$ cat config.mk
export PLATFORM = sky130hd
export DESIGN_NAME = fetch_stage
export DESIGN_NICKNAME = d
export VERILOG_FILES = /design/src/rtl/fetch_stage.sv
export SDC_FILE = /design/constraint.sdc
export NUM_CORES = 1
export LEC_CHECK = 0
export CAP_MARGIN = 20
export CORE_UTILIZATION = 39
export DETAILED_ROUTE_END_ITERATION = 6
export PLACE_DENSITY = 0.85
export SLEW_MARGIN = 0
export SYNTH_ARGS = -nofsm -noshare
export SYNTH_HDL_FRONTEND = slang
export SYNTH_SLANG_ARGS = --single-unit
$ cat constraint.sdc
create_clock -name clk -period 3.2 [get_ports clk]
set_clock_uncertainty 0.05 [all_clocks]
set_input_delay 0.48 -clock clk [delete_from_list [all_inputs] [get_ports clk]]
set_output_delay 0.48 -clock clk [all_outputs]
set_load 0.02 [all_outputs]
$ cat src/rtl/fetch_stage.sv
// Instruction fetch stage: PC register with redirect priority, SRAM address generation,
// and a hold buffer that keeps the fetched word stable across hazard stalls.
module fetch_stage (
    input  logic        clk,
    input  logic        rst,
    input  logic        stall,
    input  logic        flush,
    input  logic [31:0] flush_pc,
    input  logic        branchD,
    input  logic        jumpD,
    input  logic        jrD,
    input  logic [31:0] pcD,
    input  logic [31:0] extend_immD,
    input  logic [25:0] instr_indexD,
    input  logic [31:0] jr_srcD,
    input  logic        next_is_in_slotD,
    output logic        inst_sram_en,
    output logic [3:0]  inst_sram_wen,
    output logic [31:0] inst_sram_addr,
    output logic [31:0] inst_sram_wdata,
    input  logic [31:0] inst_sram_rdata,
    output logic [31:0] pcF,
    output logic [31:0] instrF,
    output logic        inst_sram_enF,
    output logic        adelF,
    output logic        in_delayslotF
);

    localparam logic [31:0] RESET_PC = 32'hbfc0_0000;

    logic [31:0] pc_q, pc_d;
    logic [31:0] hold_buf_q, hold_buf_d;
    logic        hold_valid_q, hold_valid_d;

    logic [31:0] pc_plus4;
    logic [31:0] pcd_plus4;
    logic [31:0] branch_target;
    logic [31:0] jump_target;

    always_comb begin
        pc_plus4      = pc_q + 32'd4;
        pcd_plus4     = pcD + 32'd4;
        branch_target = pcd_plus4 + {extend_immD[29:0], 2'b00};
        jump_target   = {pcd_plus4[31:28], instr_indexD, 2'b00};
    end

    // Redirect priority: flush > stall > jr > branch > jump > sequential.
    always_comb begin
        pc_d = pc_plus4;
        if (flush)        pc_d = flush_pc;
        else if (stall)   pc_d = pc_q;
        else if (jrD)     pc_d = jr_srcD;
        else if (branchD) pc_d = branch_target;
        else if (jumpD)   pc_d = jump_target;
    end

    // The first stalled edge captures the word; later stalled edges keep it.
    always_comb begin
        hold_valid_d = 1'b0;
        hold_buf_d   = hold_buf_q;
        if (!flush && stall) begin
            hold_valid_d = 1'b1;
            if (!hold_valid_q) hold_buf_d = inst_sram_rdata;
        end
    end

    always_ff @(posedge clk) begin
        if (rst) begin
            pc_q         <= RESET_PC;
            hold_buf_q   <= 32'h0;
            hold_valid_q <= 1'b0;
        end else begin
            pc_q         <= pc_d;
            hold_buf_q   <= hold_buf_d;
            hold_valid_q <= hold_valid_d;
        end
    end

    always_comb begin
        adelF           = (pc_q[1:0] != 2'b00);
        inst_sram_en    = ~rst & ~adelF;
        inst_sram_enF   = inst_sram_en;
        inst_sram_wen   = 4'h0;
        inst_sram_wdata = 32'h0;
        inst_sram_addr  = pc_q;
        pcF             = pc_q;
        instrF          = hold_valid_q ? hold_buf_q : inst_sram_rdata;
        in_delayslotF   = next_is_in_slotD & ~flush;
    end

endmodule
==> results.py <==
metrics = {
    "placement": {
        "hpwl_mm": 22.08,
        "place.gp.congestion": 0.9311,
        "portBuffers": 291,
        "placed_cell_area_mm2": 0.01077,
    },
    "timing": {
        "fin_tns_setup_ps": 0,
        "finalHoldViolCount": 0,
        "setup_violations": 0,
        "maxSlewHeadroom": 0.5448,
        "finalCritPeriodShare": 0.9636,
        "timing.hold.ws_ps": 440.7,
        "slew_viol_final": 0,
        "worst_pin_slew_ps": 677.5,
        "max_freq_mhz": 324.3,
        "period_needed_ps": 3084,
    },
    "power": {
        "ir_drop_mv": 0.3280,
        "powerDensity_mw_per_mm2": 324.3,
        "cellLeakagePower_nw": 4.806,
        "total_power_mw": 3.697,
    },
    "die": {
        "rows": 48,
        "core_mm2": 0.01748,
        "die_h_um": 136.4,
        "dieArea_mm2": 0.01861,
        "initial_core_util": 0.4032,
        "die_w_um": 136.4,
        "pin_count": 330,
    },
    "logic_synthesis": {
        "synth-main-ff-cell": "dfxtp_1",
        "synth_top_area_frac": 0.1847,
        "avgSynthCellArea_um2": 7.348,
        "synth-edff-count": 0,
        "synth-seq-cells": 65,
        "synthCells": 959,
        "ys.warnings.count": 0,
        "ys_types": 69,
        "async_reset_ff_frac": 0,
        "synthTopCellsByArea": "dfxtp_1 18%, buf_4 7.4%, nor2_1 6.6%",
        "synth_area_mm2": 0.007047,
        "yosysTopAreaCell": "dfxtp_1",
        "ys_seq_area_frac": 0.1847,
    },
    "clock_tree": {
        "clockRootBuffer": "clkbuf_16",
        "clockBufferDepth": 2,
        "cts.clk_slew.worst_paths_ps": 60,
        "clk_latency_ps": 330,
        "htreeDepth": 3,
        "numCtsBuffers": 9,
        "cts_tree": "built",
        "cts_hold_buf": 0,
        "cts.sinks": 65,
    },
    "final_layout": {
        "fill_cells": 1507,
        "diodes": 0,
        "drive_gt1_frac": 0.2108,
        "syn_to_final_growth_pct": 61.74,
        "post-route-cell-area_mm2": 0.01140,
        "nets": 1564,
    },
    "critical_path": {
        "r2r-start": "inst_sram_addr[5]",
        "rr_worst_depth": 8,
        "cp.required_ps": 3390,
        "startpoint_type": "primary input",
        "critPathLaunch": "pcD[12]",
        "crit_path_end_kind": "flip-flop",
        "r2r_slack_ps": 570,
        "critPathMaxFanout": 4,
        "arrival_ps": 3280,
        "worstSetupPathType": "primary input to flip-flop",
        "endpoint": "inst_sram_addr[30]",
        "reg2reg_to": "inst_sram_addr[31]",
    },
    "worst_hold_path": {
        "hp-class": "flip-flop to flip-flop",
    },
    "global_routing": {
        "grt_max_degree": 63,
        "antenna_found_initial": 0,
        "grt_overflow": 0,
        "grt_pass1_vias": 8131,
        "track_usage": 0.2884,
        "grt_pass1_wl_mm": 41.41,
    },
    "drt": {
        "routedWlPerCell_um": 17.97,
        "drc": 0,
        "vias_per_cell": 5.403,
        "finalWirelength_mm": 28.09,
        "ant_nets": 0,
        "first_pass_iters": 6,
        "drt_iter0_drc": 431,
        "num_vias": 8445,
    },
    "job": {
        "drv_cap": 0,
    },
    "run_status": {
        "outcome": "finished clean",
    },
}
sequential cells by signal (all words and copies together), names as in the netlist:
register and count:
hold_buf_q 32, hold_valid_q 1, inst_sram_addr 32
worst max-delay path, cell delays in order:
cell	delay, ps
clkbuf_2	90
and4_4	220
nand4_1	130
buf_6	170
nor3_4	200
nand4_1	130
xnor2_1	150
ha_1	330
buf_6	130
nand4_1	200
nand2b_4	180
o31ai_2	60
a211oi_2	290
o21ai_1	120
xnor2_1	150
a311oi_1	240
metal layers:
metal  GRT usage  vias up  part of all wire
met1      0.3260     3927              0.39
met4      0.1148        0             0.034
met3     0.06040       65             0.070
met2      0.5226      368              0.51
met5           0        -                 0
li1            -     4085                 -
cell families after synthesis:
group                    count (synthesis)  share of synthesized area
AND/OR/NAND/NOR                        352                     0.2415
AO/OA/AOI/OAI                          237                     0.2230
buffers and inverters                  142                     0.1131
XOR/XNOR                                73                    0.09073
flip-flops                              65                     0.1847
multiplexers                            52                    0.07972
adder cells (fa/ha/maj)                 37                    0.06676
other                                    1                  0.0005322
placed cells by master, fill, tap and decap left out, types with 6 or more instances in the layout:
cell,Yosys,layout
o21bai_1,7,7
o211ai_1,11,11
clkdlybuf4s50_1,0,272
nand4_1,15,15
nand3_1,31,27
nor2b_1,10,10
dfxtp_1,65,65
a21oi_1,66,61
and2_1,6,6
xnor2_1,50,47
clkbuf_16,0,9
o21ai_0,51,45
a21o_1,18,18
nand2_1,72,69
buf_6,0,8
a221oi_1,8,8
mux2_2,33,33
nor2_2,1,6
o21ai_1,2,6
conb_1,1,36
a211oi_1,16,13
o21a_1,15,15
xor2_1,23,23
ha_1,36,34
clkbuf_2,0,12
nand2b_1,7,6
mux2i_1,19,19
nor3_1,51,48
inv_1,20,20
nor2_1,124,118
and3_1,7,6
buf_4,69,149
how the worst min path moves through the flow:
stage                               from        endpoint  slack (ps)  depth (start not counted)
after floorplan            hold_buf_q[0]   hold_buf_q[0]         420                          2
after global placement     hold_buf_q[9]   hold_buf_q[9]         430                          2
after detailed placement  hold_buf_q[28]  hold_buf_q[28]         430                          2
after CTS                 hold_buf_q[12]  hold_buf_q[12]         440                          2
after global routing      hold_buf_q[28]  hold_buf_q[28]         460                          2
final                     hold_buf_q[12]  hold_buf_q[12]         440                          2
repair_timing:
item / in CTS / in global routing
resized for setup: 34 / 70
pin swaps: 23 / 31
buffers inserted: 8 / 2
endpoints found under the setup margin: 21 / 19
endpoints found under the hold margin: 0 / 0
synth_stat cells, types with 5 or more instances:
cell type / n
nor3_1: 51
xnor2_1: 50
o21a_1: 15
nand3_1: 31
a21o_1: 18
nand2_1: 72
mux2i_1: 19
a221oi_1: 8
o211ai_1: 11
o2111ai_1: 5
xor2_1: 23
o21ai_0: 51
o21bai_1: 7
mux2_2: 33
nand2b_1: 7
and3_1: 7
dfxtp_1: 65
a21oi_1: 66
buf_1: 13
clkbuf_1: 34
nand4_1: 15
buf_4: 69
nor2_1: 124
nor2b_1: 10
and2_1: 6
inv_1: 20
a211oi_1: 16
ha_1: 36
and4_1: 5
report_power, final:
part | total (mW) | switching (mW) | internal (mW)
clock network | 1.08 | 0.374 | 0.705
logic | 1.67 | 0.811 | 0.854
registers | 0.952 | 0.0813 | 0.871
through the flow:
stage	util	std cells	setup slack [ps]
floorplan	-	994	6.108
global placement	0.6164	1537	-638.2
detailed placement	0.6164	1537	-781.3
CTS	0.6423	1561	27.18
global route	0.6521	1563	-45.95
finish	0.6521	1563	116.4
area by class of cell:
| type | count | area, um^2 | area share |
|---|---|---|---|
| multi-input combinational | 787 | 5331 | 0.4678 |
| timing repair buffer | 448 | 4071 | 0.3572 |
| sequential | 65 | 1301 | 0.1142 |
| tap | 225 | 281.5 | 0.02470 |
| clock buffer | 10 | 239.0 | 0.02097 |
| clock inverter | 6 | 90.09 | 0.007904 |
| inverter | 22 | 82.58 | 0.007246 |
(Power assumes the default switching activity.)
